`src/rtl/alu_pkg.sv`:
```
// rtl/alu_pkg.sv - shared opcodes, instruction fields and FSM states for the ALU sequencer
package alu_pkg;

  localparam logic [2:0] OP_ADD  = 3'b000;
  localparam logic [2:0] OP_INC  = 3'b001;
  localparam logic [2:0] OP_SUB  = 3'b010;
  localparam logic [2:0] OP_XOR  = 3'b011;
  localparam logic [2:0] OP_OR   = 3'b100;
  localparam logic [2:0] OP_AND  = 3'b101;
  localparam logic [2:0] OP_HALT = 3'b110;
  localparam logic [2:0] OP_NOP  = 3'b111;

  localparam int OP_MSB  = 10;
  localparam int OP_LSB  = 8;
  localparam int IMM_W   = 8;
  localparam int INSTR_W = OP_MSB + 1;

  typedef enum logic [2:0] {
    ST_IDLE,
    ST_FETCH,
    ST_ISSUE,
    ST_CAPTURE,
    ST_ADVANCE,
    ST_DONE
  } state_t;

endpackage

```
`src/rtl/alu_prog_mem.sv`:
```
// rtl/alu_prog_mem.sv - single-port program register file, synchronous write, asynchronous read
module alu_prog_mem
  import alu_pkg::*;
#(
  parameter int DEPTH  = 16,
  parameter int ADDR_W = 4
) (
  input  logic               clk,
  input  logic               we,
  input  logic [ADDR_W-1:0]  addr,
  input  logic [INSTR_W-1:0] wdata,
  output logic [INSTR_W-1:0] rdata
);

  logic [INSTR_W-1:0] mem [DEPTH];

  always_ff @(posedge clk) begin
    if (we) mem[addr] <= wdata;
  end

  assign rdata = mem[addr];

endmodule

```
`src/rtl/alu_op_sequencer.sv`:
```
// rtl/alu_op_sequencer.sv - runs a loaded ALU program against an 8-bit accumulator
module alu_op_sequencer
  import alu_pkg::*;
#(
  parameter int DEPTH  = 16,
  parameter int ADDR_W = $clog2(DEPTH)
) (
  input  logic              clk,
  input  logic              rst,
  input  logic              prog_we,
  input  logic [ADDR_W-1:0] prog_addr,
  input  logic [10:0]       prog_data,
  input  logic [7:0]        init_val,
  input  logic              start,
  output logic [7:0]        alu_a,
  output logic [7:0]        alu_b,
  output logic [2:0]        alu_sel,
  input  logic [7:0]        alu_out,
  input  logic              alu_cout,
  output logic [7:0]        acc,
  output logic              carry,
  output logic              busy,
  output logic              done
);

  state_t             state, state_n;
  logic [ADDR_W-1:0]  pc;
  logic [INSTR_W-1:0] ir;
  logic [INSTR_W-1:0] mem_rdata;
  logic [ADDR_W-1:0]  mem_addr;
  logic [2:0]         fetch_op;
  logic [2:0]         ir_op;
  logic               last_pc;

  // One port serves both loading (IDLE) and fetching (pc) since they never overlap.
  assign mem_addr = (state == ST_IDLE) ? prog_addr : pc;
  assign fetch_op = mem_rdata[OP_MSB:OP_LSB];
  assign ir_op    = ir[OP_MSB:OP_LSB];
  assign last_pc  = (pc == ADDR_W'(DEPTH - 1));

  alu_prog_mem #(.DEPTH(DEPTH), .ADDR_W(ADDR_W)) u_prog_mem (
    .clk   (clk),
    .we    (prog_we && (state == ST_IDLE)),
    .addr  (mem_addr),
    .wdata (prog_data),
    .rdata (mem_rdata)
  );

  always_ff @(posedge clk) begin
    if (rst) state <= ST_IDLE;
    else     state <= state_n;
  end

  always_comb begin
    state_n = state;
    case (state)
      ST_IDLE:    if (start) state_n = ST_FETCH;
      ST_FETCH: begin
        if (fetch_op == OP_HALT)     state_n = ST_DONE;
        else if (fetch_op == OP_NOP) state_n = ST_ADVANCE;
        else                         state_n = ST_ISSUE;
      end
      ST_ISSUE:   state_n = ST_CAPTURE;
      ST_CAPTURE: state_n = ST_ADVANCE;
      ST_ADVANCE: state_n = last_pc ? ST_DONE : ST_FETCH;
      ST_DONE:    state_n = ST_IDLE;
      default:    state_n = ST_IDLE;
    endcase
  end

  always_ff @(posedge clk) begin
    if (rst) begin
      acc     <= '0;
      carry   <= 1'b0;
      pc      <= '0;
      ir      <= '0;
      alu_a   <= '0;
      alu_b   <= '0;
      alu_sel <= OP_NOP;
    end else begin
      case (state)
        ST_IDLE: begin
          if (start) begin
            acc   <= init_val;
            carry <= 1'b0;
            pc    <= '0;
          end
        end
        ST_FETCH: ir <= mem_rdata;
        ST_ISSUE: begin
          alu_a   <= acc;
          alu_b   <= ir[IMM_W-1:0];
          alu_sel <= ir_op;
        end
        ST_CAPTURE: begin
          acc <= alu_out;
          // Only ADD defines the carry; SUB clears it, logic ops and INC leave it alone.
          if (ir_op == OP_ADD)      carry <= alu_cout;
          else if (ir_op == OP_SUB) carry <= 1'b0;
        end
        ST_ADVANCE: if (!last_pc) pc <= pc + 1'b1;
        default: ;
      endcase
    end
  end

  assign busy = (state != ST_IDLE);
  assign done = (state == ST_DONE);

endmodule

```
`config.mk`:
```
export PLATFORM = sky130hd
export DESIGN_NAME = alu_op_sequencer
export DESIGN_NICKNAME = d
export VERILOG_FILES = /design/src/rtl/alu_pkg.sv /design/src/rtl/alu_prog_mem.sv /design/src/rtl/alu_op_sequencer.sv
export SDC_FILE = /design/constraint.sdc
export NUM_CORES = 1
export LEC_CHECK = 0
export ABC_AREA = 1
export CAP_MARGIN = 5
export CORE_MARGIN = 3
export CORE_UTILIZATION = 50
export CTS_CLUSTER_SIZE = 8
export DETAILED_ROUTE_END_ITERATION = 8
export DONT_BUFFER_PORTS = 1
export PLACE_DENSITY_LB_ADDON = 0.1
export SETUP_SLACK_MARGIN = 0.2
export SLEW_MARGIN = 20
export SYNTH_ARGS = -nofsm -noshare
export SYNTH_HDL_FRONTEND = slang
export SYNTH_SLANG_ARGS = --single-unit
```
`constraint.sdc`:
```
create_clock -name clk -period 2.7 [get_ports clk]
set_input_delay 0.81 -clock clk [delete_from_list [all_inputs] [get_ports clk]]
set_output_delay 0.81 -clock clk [all_outputs]
set_load 0.005 [all_outputs]
```
==> impl_metrics.ini, run 1 <==
[clock_network]
clk-insertion-delay-late_ns = 0.54
clk_pin_slew_worst_paths_ns = 0.05
clockRootBuffer = clkbuf_16
hold_buffers = 0
tritoncts = built
clock_sink_count = 222
numCtsBuffers = 31
clk_path_buf_depth = 3
htreeDepth = 1

[timing]
hold_violations = 0
fin_crit_sh = 0.868
setup_viol_count_final = 0
tightest_slew_ns = 0.576
skew_ns = 0.0201
setup_tns_ns = 0
slew_headroom = 0.615
fin_crit_ns = 2.34
maxSlewViolCount = 0
fmax_mhz = 427
rsz0062_at_grt = false
hold_slack_ns = 0.337

[setup_path]
r2r-start = state[2]
worst_path_max_delay_cell = nor2_1
cp.required_ns = 2.93
path_class = flip-flop to flip-flop
worstReg2RegEnd = u_prog_mem.mem[1][4]
cp_common_cell = nor2_1
end_kind = flip-flop
cp_max_fo = 8
crit_chain = nor2_4 > nand2_4 > nand2_1 > o21ai_1 > nor2_1 > inv_1 > nor2_1 > buf_4
reg2reg_slack_ns = 0.36
critical_path.startpoint_type = flip-flop
arrival_ns = 2.57
cpPeakStageDelay_ns = 0.48
reg2reg_depth = 8

[power_and_ir_drop]
comb_power_share = 0.322
peakVddDrop_v = 0.000807
clockPowerShare = 0.297
power.internal_mw = 7.63
leakage_nw = 3.80
swShare = 0.345
p_per_area_mw_per_mm2 = 1150
p_sw_mw = 4.02
seq_power_share = 0.380

[yosys]
yosys_register_bits = 222
synth_top_area_frac = 0.608
ys_warn_count = 0
synth_top_area_cell = edfxtp_1
synth_area_mm2 = 0.00869
async_reset_ff_frac = 0
synth_area_leaders = edfxtp_1 61%, dfxtp_1 11%, nand2_1 8.2%
synth_edf_count = 176
yosysSeqAreaShare = 0.714
synth_common_cells = 191 x nand2_1, 176 x edfxtp_1, 92 x nor2_1
avgSynthCellArea_um2 = 11.6
synth.most_common_cell = nand2_1
synth_ff_type = edfxtp_1
synth_cell_types = 28
synthCells = 749
syn-num-nets = 786

[route]
drtIter0Drc = 489
viasPerCell = 5.64
drc = 0
first_pass_iters = 5
wl_met3_um = 1830
m1WireLength_um = 9160
top_layer = met4
vias = 5917
wl_met2_um = 10000
routed_wl_um = 21400
ant_nets = 0
wl_per_cell_um = 20.4

[global_routing]
grt_pass1_wl_um = 31900
grt_max_degree = 40
antenna_found_initial = 0
grt_pass1_vias = 5709
grt_util_all_layers = 0.223
grt_overflow = 0

[worst_hold_path]
hold_end = state[2]
holdPathStages = 1
hold_start = rst
hp-class = input pin to flip-flop

[layout]
area_delta_synth_final_pct = 17.0
stdcell_count = 1049
drive_gt1_frac = 0.128
antenna_cells = 0
num-nets-final = 843

[placed_design]
port_buffers = 0
gp_congestion = 0.884
dpl.hpwl_um = 14200
dp.cells = 990

[run]
drv_cap = 0

[floorplanning]
die-area_mm2 = 0.0190
dieHeight_um = 138
die_width_um = 138
fp.coreArea_mm2 = 0.0168
start_util = 0.517
pin_count = 66
row_count = 47

[outcome]
run_status = finished, final reports clean
power by group through the flow:
stage / logic (mW) / registers [mW] / clock network (mW)
2_1_floorplan: 2.54 / 4.39 / 0
3_3_place_gp: 3.62 / 4.49 / 0
3_5_place_dp: 3.65 / 4.49 / 0
4_1_cts: 3.67 / 4.43 / 3.53
5_1_grt: 4.18 / 4.47 / 3.68
6_report: 3.75 / 4.43 / 3.47
worst max-delay path: cells and delay by family, from the launching register on:
family	cells	cell delay (ns)
simple gates	5	1.16
flops	1	0.37
compound gates	1	0.12
buf+inv	2	0.39
sequential cells by signal, indices dropped and copies added, names as in the netlist:
register and count:
u_prog_mem.mem 176, ir 11, acc 8, alu_a 8
alu_b 8, pc 4, alu_sel 3, state 3
carry 1
layout make-up:
class                           instances  area [µm²]
Fill cell                            1356        6650
Inverter                               31         116
Sequential cell                       222        6210
Tap cell                              220         275
Timing Repair Buffer                   55         452
Multi-Input combinational cell        465        2230
Clock buffer                           55         876
Clock inverter                          1        8.76
layer usage:
metal,track usage,up-vias
met5,0,-
li1,-,2770
met3,0.0425,37
met4,0.0642,0
met1,0.310,2860
met2,0.363,250
timing repair:
action                                  CTS  global route
endpoints found under the setup margin    0           128
gates resized for setup                   0             5
buffers inserted                          0             2
cell usage in the layout (no fill, tap or decap), types with 2 or more instances in the layout:
master	synthesis	final
nor3_1	7	6
buf_12	0	3
o21ai_1	5	4
a22oi_1	64	64
o211ai_1	3	3
dfxtp_1	46	45
inv_1	30	30
nand2_4	2	3
nor2_1	92	91
edfxtp_1	176	176
clkbuf_1	11	23
a21oi_1	8	8
buf_4	2	50
o21ai_0	42	42
nor2_2	4	5
a31oi_1	8	8
nand2_2	3	3
a211oi_1	2	2
nor2_4	2	2
nand2_1	191	191
clkbuf_16	0	31
nand3_1	26	26
worst max path at each step:
stage	startpoint	endpoint	slack (ns)	depth (start not counted)
after floorplan	prog_addr[0]	u_prog_mem.mem[11][0]	0.12	7
after global placement	prog_addr[0]	u_prog_mem.mem[12][1]	0.30	7
after detailed placement	prog_addr[0]	u_prog_mem.mem[12][0]	0.24	7
after CTS	state[2]	u_prog_mem.mem[14][1]	0.26	8
after global routing	state[1]	state[0]	0.21	13
final	state[2]	u_prog_mem.mem[1][4]	0.36	8
metrics by stage:
stage | area (µm²) | util | setup WS, ns | power (mW)
CTS | 10100 | 0.603 | 0.263 | 11.6
global placement | 9250 | 0.550 | 0.303 | 8.11
detailed placement | 9250 | 0.550 | 0.244 | 8.14
global route | 10200 | 0.605 | 0.209 | 12.3
finish | 10200 | 0.605 | 0.356 | 11.7
floorplan | 8690 | - | 0.123 | 6.94
cells by family after synthesis:
group,after synthesis,share of synthesized area
and+or+nand+nor,330,0.154
AOI/OAI and AO/OA,133,0.0989
buffers and inverters,63,0.0315
adders and majority gates,1,0.00144
DFF,222,0.714
Note: power is estimated with default switching activity, not from simulation.
==> run 2: changes to the inputs <==
==> constraint.sdc (replaced) <==
create_clock -name clk -period 2.7 [get_ports clk]
set_input_delay 0.54 -clock clk [delete_from_list [all_inputs] [get_ports clk]]
set_output_delay 0.54 -clock clk [all_outputs]
set_load 0.005 [all_outputs]
==> run 2 against run 1 <==
Against the previous run: critical path depth grew 1; critical path type unchanged; critical endpoint is now u_prog_mem.mem[13][7]; register-to-register slack is essentially flat; routed wire length shrank 4.3%.
==> impl_metrics.ini, run 2 (synthesized netlist as in run 1, its figures left out) <==
[outcome]
run_status = finished, final reports clean

[setup_path]
crit_chain = inv_1 > nand2_4 > nand2_1 > o21ai_1 > inv_1 > nor2_2 > inv_1 > nor2_1 > buf_4
worst_path_max_delay_cell = dfxtp_1
worstReg2RegEnd = u_prog_mem.mem[13][7]
reg2reg_slack_ns = 0.37
cp.required_ns = 2.92
critical_path.startpoint_type = flip-flop
cpPeakStageDelay_ns = 0.41
r2r-start = state[1]
cp_max_fo = 14
arrival_ns = 2.55
path_class = flip-flop to flip-flop
path_depth = 9
cp_common_cell = inv_1
end_kind = flip-flop
critPathBufInv = 4
path_delay_family = simple AND/OR/NAND/NOR gates
reg2reg_depth = 9

[global_routing]
grt_max_degree = 40
antenna_found_initial = 0
grt_util_all_layers = 0.217
grt_pass1_vias = 5787
grt_pass1_wl_um = 31200
grt_overflow = 0

[route]
top_layer = met4
drc = 0
wl_per_cell_um = 19.7
ant_nets = 0
viasPerCell = 5.60
wl_met2_um = 9730
vias = 5830
drtIter0Drc = 421
routed_wl_um = 20500
wl_met3_um = 1810
first_pass_iters = 5
m1WireLength_um = 8360

[worst_hold_path]
holdPathStages = 1
hold_start = rst
hp-class = input pin to flip-flop
hold_end = state[2]

[timing]
fin_crit_sh = 0.864
skew_ns = 0.0158
setup_tns_ns = 0
fmax_mhz = 429
rsz0062_at_grt = false
hold_violations = 0
maxSlewViolCount = 0
setup_viol_count_final = 0
tightest_slew_ns = 0.517
fin_crit_ns = 2.33
slew_headroom = 0.654

[floorplanning]
fp.coreArea_mm2 = 0.0168
start_util = 0.517
die-area_mm2 = 0.0190
die_width_um = 138
pin_count = 66
row_count = 47
dieHeight_um = 138

[layout]
reg.largest.list = u_prog_mem.mem (176), ir (11)
drive_gt1_frac = 0.122
num-nets-final = 837
antenna_cells = 0
final_common_cell = nand2_1
area_delta_synth_final_pct = 16.2
largest_reg_flops = 176
mostFrequentLayoutCells = 190 x nand2_1, 176 x edfxtp_1, 90 x nor2_1, 64 x a22oi_1, 49 x buf_4
largest-register = u_prog_mem.mem

[placed_design]
gp_congestion = 0.816
dpl.hpwl_um = 13300
port_buffers = 0

[clock_network]
hold_buffers = 0
clockRootBuffer = clkbuf_16
clk_pin_slew_worst_paths_ns = 0.05
clk-insertion-delay-late_ns = 0.53
clk_path_buf_depth = 3
clock_sink_count = 222
tritoncts = built
htreeDepth = 1
numCtsBuffers = 31

[power_and_ir_drop]
p_per_area_mw_per_mm2 = 1130
peakVddDrop_v = 0.000633
leakage_nw = 3.76
p_total_mw = 11.5

[run]
drv_cap = 0
[run 2: through the flow]
| stage | hold WS, ns | std cells | utilization | setup slack, ns | cell area [µm²] |
|---|---|---|---|---|---|
| 2_1_floorplan | 0.457 | 749 | - | 0.341 | 8690 |
| 3_3_place_gp | 0.485 | 985 | 0.546 | 0.232 | 9180 |
| 3_5_place_dp | 0.492 | 985 | 0.546 | 0.139 | 9180 |
| 4_1_cts | 0.0597 | 1040 | 0.598 | 0.221 | 10100 |
| 5_1_grt | 0.0528 | 1042 | 0.601 | 0.232 | 10100 |
| 6_report | 0.0747 | 1042 | 0.601 | 0.368 | 10100 |
[run 2: power breakdown]
part / internal, mW / leakage [nW] / switching (mW)
combinational: 1.21 / 1.38 / 2.40
sequential: 4.17 / 1.97 / 0.241
clock: 2.15 / 0.416 / 1.30
total: 7.52 / 3.76 / 3.94
[run 2: repair_timing]
item | in CTS | in global routing
endpoints found under the setup margin | 37 | 69
buffers inserted | 0 | 2
gates resized for setup | 2 | 7
pin swaps | 0 | 1
[run 2: worst max-delay path by stage]
| stage | slack (ns) | end | start |
|---|---|---|---|
| floorplan | 0.34 | u_prog_mem.mem[10][0] | state[2] |
| global placement | 0.23 | u_prog_mem.mem[11][1] | state[2] |
| detailed placement | 0.14 | u_prog_mem.mem[11][2] | state[2] |
| CTS | 0.22 | u_prog_mem.mem[13][3] | state[2] |
| global route | 0.23 | u_prog_mem.mem[8][9] | state[1] |
| finish | 0.37 | u_prog_mem.mem[13][7] | state[1] |
[run 2: cell type report]
class                           instances  area, µm²
Timing Repair Buffer                   50        379
Fill cell                            1335       6720
Clock buffer                           55        876
Multi-Input combinational cell        464       2250
Inverter                               31        116
Sequential cell                       222       6210
Tap cell                              220        275
[run 2: routing by layer]
layer | vias to the layer above | GRT usage
met3 | 44 | 0.0439
met1 | 2787 | 0.284
met2 | 257 | 0.362
met4 | 0 | 0.0768
li1 | 2742 | -
met5 | - | 0
